<file path="src/rtl/stb_pkg.sv">
// Shared types and sizing helpers for the dsram store buffer.
// The entry struct is sized for 64-bit addresses and 64-bit data words.
package stb_pkg;
  localparam int STB_AW = 64;
  localparam int STB_DW = 64;
  localparam int OFFS_W = 3;
  localparam int MASK_W = STB_DW / 8;
  localparam int TAG_W  = STB_AW - OFFS_W;

  typedef struct packed {
    logic [TAG_W-1:0]  tag;
    logic [STB_DW-1:0] data;
    logic [MASK_W-1:0] mask;
  } sb_entry_t;

  function automatic int clog2(input int n);
    int r;
    r = 0;
    while ((1 << r) < n) r = r + 1;
    return r;
  endfunction
endpackage

</file>
<file path="src/rtl/stb_fwd_merge.sv">
// Combinational load/store-buffer match: per-byte merge of the youngest matching
// entry over memory data, plus a flag for any valid entry on the load's word.
module stb_fwd_merge
  import stb_pkg::*;
#(
  parameter int DEPTH = 4,
  parameter int PTR_W = clog2(DEPTH)
) (
  input  sb_entry_t [DEPTH-1:0] entries,
  input  logic [DEPTH-1:0]      valid,
  input  logic [PTR_W-1:0]      head,
  input  logic [TAG_W-1:0]      ld_tag,
  input  logic [STB_DW-1:0]     mem_rdata,
  output logic [STB_DW-1:0]     merged,
  output logic                  hit
);
  logic [DEPTH-1:0] match;

  always_comb begin
    match = '0;
    for (int i = 0; i < DEPTH; i++)
      match[i] = valid[i] && (entries[i].tag == ld_tag);
  end

  assign hit = |match;

  // Walk oldest to youngest from head so the last matching byte wins.
  for (genvar l = 0; l < MASK_W; l++) begin : g_lane
    logic [7:0]       lane_d;
    logic [PTR_W-1:0] idx;
    always_comb begin
      lane_d = mem_rdata[l*8 +: 8];
      idx    = head;
      for (int k = 0; k < DEPTH; k++) begin
        idx = head + PTR_W'(k);
        if (match[idx] && entries[idx].mask[l])
          lane_d = entries[idx].data[l*8 +: 8];
      end
    end
    assign merged[l*8 +: 8] = lane_d;
  end
endmodule

</file>
<file path="src/rtl/dsram_store_buffer.sv">
// Write-buffered bridge between the core dsram port and the memory model.
// Optional STB_LOAD_FWD_EN: conflicting loads forward from the buffer instead of stalling.
module dsram_store_buffer
  import stb_pkg::*;
#(
  parameter int DEPTH = 4,
  parameter int AW    = STB_AW,
  parameter int DW    = STB_DW
) (
  input  logic            clk,
  input  logic            rst,
  input  logic            dsram_e,
  input  logic            dsram_we,
  input  logic [AW-1:0]   dsram_addr,
  input  logic [DW-1:0]   dsram_wdata,
  input  logic [DW/8-1:0] dsram_sel,
  output logic [DW-1:0]   dsram_rdata,
  output logic            dsram_stall,
  output logic [AW-1:0]   mem_raddr,
  input  logic [DW-1:0]   mem_rdata,
  output logic            mem_we,
  output logic [AW-1:0]   mem_waddr,
  output logic [DW-1:0]   mem_wdata,
  output logic [DW/8-1:0] mem_wmask,
  output logic            sb_empty
);
  localparam int PTR_W = clog2(DEPTH);
  localparam int CNT_W = PTR_W + 1;

  sb_entry_t [DEPTH-1:0] entries;
  logic [DEPTH-1:0]      valid;
  logic [PTR_W-1:0]      head, tail, wr_idx;
  logic [CNT_W-1:0]      count;
  logic [TAG_W-1:0]      ld_tag;
  logic [DW-1:0]         fwd_data;
  logic                  is_st, is_ld, full, drain, enq, ld_hit;
  logic                  unused_addr_lsb;

  assign ld_tag    = dsram_addr[AW-1:OFFS_W];
  assign is_st     = dsram_e & dsram_we;
  assign is_ld     = dsram_e & ~dsram_we;
  assign full      = (count == CNT_W'(DEPTH));
  assign drain     = (count != '0);
  assign sb_empty  = ~drain;
  assign mem_raddr = {dsram_addr[AW-1:OFFS_W], {OFFS_W{1'b0}}};
  assign unused_addr_lsb = ^dsram_addr[OFFS_W-1:0];

  stb_fwd_merge #(.DEPTH(DEPTH), .PTR_W(PTR_W)) u_fwd (
    .entries   (entries),
    .valid     (valid),
    .head      (head),
    .ld_tag    (ld_tag),
    .mem_rdata (mem_rdata),
    .merged    (fwd_data),
    .hit       (ld_hit)
  );

`ifdef STB_LOAD_FWD_EN
  assign dsram_stall = is_st & full;
  assign dsram_rdata = fwd_data;
`else
  logic unused_fwd;
  assign unused_fwd  = ^fwd_data;
  assign dsram_stall = (is_st & full) | (is_ld & ld_hit);
  assign dsram_rdata = mem_rdata;
`endif

  // Full stalls even when the head drains this cycle; empty masks are dropped.
  assign enq = is_st & ~dsram_stall & (|dsram_sel);

  // When empty, show the most recently drained entry so mem_w* hold still.
  assign wr_idx    = drain ? head : head - 1'b1;
  assign mem_we    = drain;
  assign mem_waddr = {entries[wr_idx].tag, {OFFS_W{1'b0}}};
  assign mem_wdata = entries[wr_idx].data;
  assign mem_wmask = entries[wr_idx].mask;

  always_ff @(posedge clk or negedge rst) begin
    if (!rst) begin
      head    <= '0;
      tail    <= '0;
      count   <= '0;
      valid   <= '0;
      entries <= '0;
    end else begin
      if (drain) begin
        valid[head] <= 1'b0;
        head        <= head + 1'b1;
      end
      if (enq) begin
        valid[tail]        <= 1'b1;
        entries[tail].tag  <= ld_tag;
        entries[tail].data <= dsram_wdata;
        entries[tail].mask <= dsram_sel;
        tail               <= tail + 1'b1;
      end
      count <= count + CNT_W'(enq) - CNT_W'(drain);
    end
  end
endmodule

</file>
<file path="config.mk">
export PLATFORM = sky130hd
export DESIGN_NAME = dsram_store_buffer
export DESIGN_NICKNAME = d
export VERILOG_FILES = /design/src/rtl/stb_pkg.sv /design/src/rtl/stb_fwd_merge.sv /design/src/rtl/dsram_store_buffer.sv
export SDC_FILE = /design/constraint.sdc
export NUM_CORES = 1
export LEC_CHECK = 0
export BUFFER_PORTS_ARGS = -buffer_cell sky130_fd_sc_hd__buf_2
export CAP_MARGIN = 10
export CORE_UTILIZATION = 55
export CTS_CLUSTER_SIZE = 8
export DETAILED_ROUTE_END_ITERATION = 16
export PLACE_DENSITY = 0.81
export SYNTH_ARGS = -nofsm -noshare
export SYNTH_HDL_FRONTEND = slang
export SYNTH_SLANG_ARGS = --single-unit
</file>
<file path="constraint.sdc">
create_clock -name clk -period 5.6 [get_ports clk]
set_clock_uncertainty 0.05 [all_clocks]
set_input_delay 0.28 -clock clk [delete_from_list [all_inputs] [get_ports clk]]
set_output_delay 0.28 -clock clk [all_outputs]
set_load 0.02 [all_outputs]
</file>
* Word-level counts from Yosys, hierarchy flattened
Cells that the tools add are included.
** Operators by class
- Eq/ne operators :: 5
- Mux-type cells :: 18
- Bitwise logic cells :: 13
- Reduce and logical (&&, ||, !) cells :: 9
- $lt $le $gt $ge :: 5
- Add/sub/neg operators :: 5
** Operators by type and width (number)
- 532-bit bitwise mux :: 3
- 133-bit demux with 2-bit select :: 3
- 133-bit binary-select mux with 2-bit select :: 1
- 133-bit two-way mux :: 2
- 61-bit equality test :: 4
- 72-bit two-way mux :: 1
- 2-bit by 3-bit < comparator with 1-bit output, second input constant :: 3
- 4-bit two-way mux :: 2
- 8-bit two-way mux :: 1
- 8-bit OR reduction :: 1
- 1-bit AND :: 6
- 1-bit logical AND :: 6
- 2-bit by 1-bit adder with 2-bit output, second input constant :: 2
- 4-bit AND :: 1
- 1-bit demux with 2-bit select :: 2
- 2-bit by 1-bit >= comparator with 1-bit output, second input constant :: 2
- 4-bit NOT :: 1
- 4-bit OR :: 1
- 4-bit OR reduction :: 1
- 3-bit by 1-bit adder with 3-bit output :: 1
- 3-bit equality test, second input constant :: 1
- 1-bit NOT :: 3
- 3-bit nonzero test :: 1
- 3-bit by 1-bit subtractor with 3-bit output :: 1
- 4 further kinds :: 5
** Word-level totals
- Register bits :: 543
- Output and inout bits :: 267
- Logic and storage cells :: 71

* Depth between registers and ports, before layout
- Depth in word-level cells :: 10
- Depth in mapped cells :: 11
- Mapped depth without buffers :: 10

* Hierarchy
A second synthesis with hierarchy kept.
** Second synthesis, totals
- Cell total of the unflattened synthesis :: 4289
- Area total of the unflattened synthesis :: 43850.8 um2
** By module, submodules not included
- dsram_store_buffer :: area each 30544.3 um2, cells each 2201, instances 1
- stb_fwd_merge :: area each 13306.5 um2, cells each 2088, instances 1

* Worst setup path before layout
No wires, ideal clock.
- Path kind :: input to output
- Start :: in dsram_addr[12]
- End :: out dsram_stall
- Stages :: 7
- Buffers on the path :: 1
- Arrival :: 2.237 ns
- Data required time :: 5.270 ns
- Slack :: 3.033 ns
- Cells stage by stage :: clkbuf_1 > xnor2_1 > nand4_1 > nor4_1 > or4b_1 > o22a_1 > a311oi_1
** On the way
- Word-level cells in the longest chain between the ends :: 5
- Elaborated cells on any way between the ends :: 11
- Classes of those cells :: eq/ne (4); bitwise (2); reduce/logical (5)
** Ends and longest elaborated chain
- from (decl) :: RTL line dsram_store_buffer.sv:14 : input logic [AW-1:0] dsram_addr,
- 61-bit equality test :: RTL line stb_fwd_merge.sv:22 : match[i] = valid[i] && (entries[i].tag == ld_tag);
- 1-bit logical AND :: RTL line stb_fwd_merge.sv:22
- 4-bit OR reduction * :: RTL line stb_fwd_merge.sv:25 : assign hit = |match;
- 1-bit AND * :: RTL line dsram_store_buffer.sv:64 : assign dsram_stall = (is_st & full) | (is_ld & ld_hit);
- 1-bit OR * :: RTL line dsram_store_buffer.sv:64
- to (decl) :: RTL line dsram_store_buffer.sv:18 : output logic dsram_stall,
Mark *: on every way between the ends. The rest lies on a longest branch, timed or not.

* Worst setup path after layout
- Start :: reg count[0]
- End :: out mem_waddr[7]
** On the way
- Word-level cells in the longest chain between the ends :: 4
** Ends and longest elaborated chain
- from (decl) :: RTL line dsram_store_buffer.sv:33 : logic [CNT_W-1:0] count;
- from (signal assigned) :: RTL line dsram_store_buffer.sv:97 : count <= count + CNT_W'(enq) - CNT_W'(drain);
- 3-bit nonzero test :: RTL line dsram_store_buffer.sv:43 : assign drain = (count != '0);
- 2-bit two-way mux :: RTL line dsram_store_buffer.sv:72 : assign wr_idx = drain ? head : head - 1'b1;
- 133-bit binary-select mux with 2-bit select :: RTL line dsram_store_buffer.sv:74 : assign mem_waddr = {entries[wr_idx].tag, {OFFS_W{1'b0}}};
- 133-bit two-way mux
- to (decl) :: RTL line dsram_store_buffer.sv:22 : output logic [AW-1:0] mem_waddr,
No other way between the ends. The select of a mux whose other input is x is not followed.

==> out/results.txt <==
DRC violation count after routing - 0
sequential share of power - 32.8%
PD cells - 711.8 mW/mm2
Static Leak - 14.09 nW
Root Driver - clkbuf_16
period utilization - 69.69%
Mapped Cells - 2,026
Switch Pwr - 8.854 mW
sw frac - 39.81%
I/O pin cnt - 471
# resized after CTS - 0
Worst-Margin Slew - 1.081 ns
Worst slew margin - 27.97%
CP endpoint kind - output port
Gate power share - 48.3%
Port Buffers - 333
Routed WL per cell - 25.08 um
clock sinks - 543
share of layout cells above drive strength 1 - 44.12%
top_reg_cell synth - dfrtp_1
clock group share of total power - 18.9%
final RePlAce weighted congestion - 0.9821
Seq cells post-synth - 543
Final Worst Setup Slack - 1.697 ns
die width - 224.6 um
Slew Viols, Final - 0
# nets final - 2,487
area grow syn2layout - 14.65%
row count - 81
CTS Buf Count - 78
worst-path fanout max - 49
critical-path cell list - or3_1, a21oi_4, buf_12, mux4_2, buf_2
most instantiated cells after synthesis - dfrtp_1, mux2_2, buf_4
setup violators final - 0
RSZ-0062 raised after global routing - false
largest area contributor in the netlist - dfrtp_1
post-route cell area - 0.03125 mm2
Crit path required time - 5.27 ns
EDFF count, synth - 0
# Post-CTS Setup Buffers - 0
worst skew pair latency - 0.60 ns
synth warn - 0
Final HPWL DP - 49,400 um
Starting DRT DRC Count - 1,435
routed vias/inst - 5.977
worst path arrival time - 3.57 ns
via count - 17,600
Final min period - 3.903 ns
Placed Area - 0.02837 mm2
Worst path slowest cell - a21oi_4
maximum buffer depth of the clock tree - 3
Max-Cap Viols - 0
Async S/R FF share, synth - 100.0%
H-tree depth - 3
drt pass-1 iters - 5
syn_area_per_cell - 13.45 um2
Die ar. - 0.05045 mm2
crit path launch type - register
setup slack at placement - 2.294 ns
Core Util, Final - 63.83%
GR Overflow Total - 0
WHS - 0.02670 ns
most common cell in the netlist - dfrtp_1
Yosys top cell area share - 49.86%
Die H - 224.6 um
CTS tree - built
Hold WC Path Type - in -> reg
Starting Density - 55.68%
DRT Wirelength - 73,850 um
first-pass GRT wire length - 111,900 um
Fmax achieved - 0.2562 GHz
outcome - finished clean
Fin. Hold Viols - 0
crit-path max cell delay - 0.89 ns
vias in the first global route - 18,520
Core ar. - 0.04895 mm2
DRT antenna net count - 0
Fillers - 3,587
clk slew on worst S/H paths - 0.05 ns
GRT Util Overall - 29.65%
critical path class - reg -> out
maximum vdd drop - 0.5654 mV
maximum number of pins on one net before global-route repair - 176
top cells by area, synth - dfrtp_1, mux2_2, mux4_2
Post-Syn Area - 0.02725 mm2
post-synthesis sequential area ratio - 49.86%
cell-internal power - 13.39 mW
setup TNS - 0 ns
Yosys cell types - 51
initial antenna violation count - 4
==> cell usage in the layout (no fill, tap or decap), types with 15 or more instances in the layout <==
cell type        n
buf_2          332
clkbuf_16       80
dfrtp_1        543
dlygate4sd3_1   76
inv_1           57
mux2_2         420
mux4_2         133
nand2_1        129
nand4_1         27
nor4_1          42
o21ai_0        116
o22ai_1         15
xnor2_1         72
xor2_1         123
==> sequential cells by signal, summed over array words and instances (netlist names) <==
name     count
head         2
entries    532
tail         2
count        3
valid        4
==> repair_timing <==
action / 4_1_cts / 5_1_grt
hold endpoints to repair: 363 / 0
hold buffers: 76 / 0
setup endpoints to repair: 0 / 0
==> kinds of logic after synthesis <==
logic type | share of synthesized area (%)
buffers and inverters | 7.134
DFF | 49.86
muxes | 28.34
and+or+nand+nor | 4.109
AOI/OAI and AO/OA | 3.682
other | 0.01376
adders and majority gates | 0.5326
xor gates and xnor gates | 6.326
==> final timing paths <==
path / slack (ns) / from / endpoint / depth (start not counted)
setup / recovery: 1.70 / count[0] / mem_waddr[7] / 5
min in group asynchronous: 0.20 / rst / entries[233] / 2
max in group asynchronous: 3.86 / rst / entries[317] / 3
setup reg to reg: 2.65 / count[0] / entries[51] / 6
hold reg to reg: 0.42 / valid[3] / valid[3] / 2
hold / removal: 0.03 / dsram_addr[17] / entries[485] / 2
==> cell type report <==
cell class	instances	area (um2)	area share (%)
multi-input combinational	1163	11790	37.73
clock buffer	82	2019	6.463
inverter	58	219.0	0.7007
timing repair buffer	428	2705	8.657
antenna	1	2.502	0.008008
clock inverter	6	93.84	0.3003
sequential	543	13590	43.49
tap	664	830.8	2.659
==> metrics by stage <==
step / cells / power (mW)
final: 2945 / 22.24
after floorplan: 2031 / 14.55
after detailed placement: 2780 / 17.97
after global routing: 2944 / 23.30
after CTS: 2944 / 22.32
after global placement: 2780 / 17.56
==> worst max-delay path, delay by kind of cell (launching register included) <==
kind | cells | cell delay, ns
AO/OA/AOI/OAI | 1 | 0.89
buffers and inverters | 2 | 0.55
flip-flops | 1 | 0.39
multiplexers | 1 | 0.44
AND/OR/NAND/NOR | 1 | 0.58
==> per-layer routing <==
| layer | track usage (%) | vias to the layer above | share of wire [%] |
|---|---|---|---|
| met4 | 11.98 | 8 | 3.9 |
| met1 | 38.07 | 9121 | 39 |
| li1 | - | 7593 | - |
| met5 | 0 | - | 0.073 |
| met2 | 48.55 | 731 | 49 |
| met3 | 7.172 | 150 | 7.6 |
==> power by group through the flow <==
stage | Sequential (mW) | Combinational, mW | Clock, mW
floorplan | 6.81 | 7.74 | 0
global placement | 7.07 | 10.5 | 0
detailed placement | 7.29 | 10.7 | 0
CTS | 7.26 | 10.8 | 4.27
global route | 7.51 | 11.4 | 4.44
finish | 7.30 | 10.7 | 4.20
(Power assumes the default switching activity.)
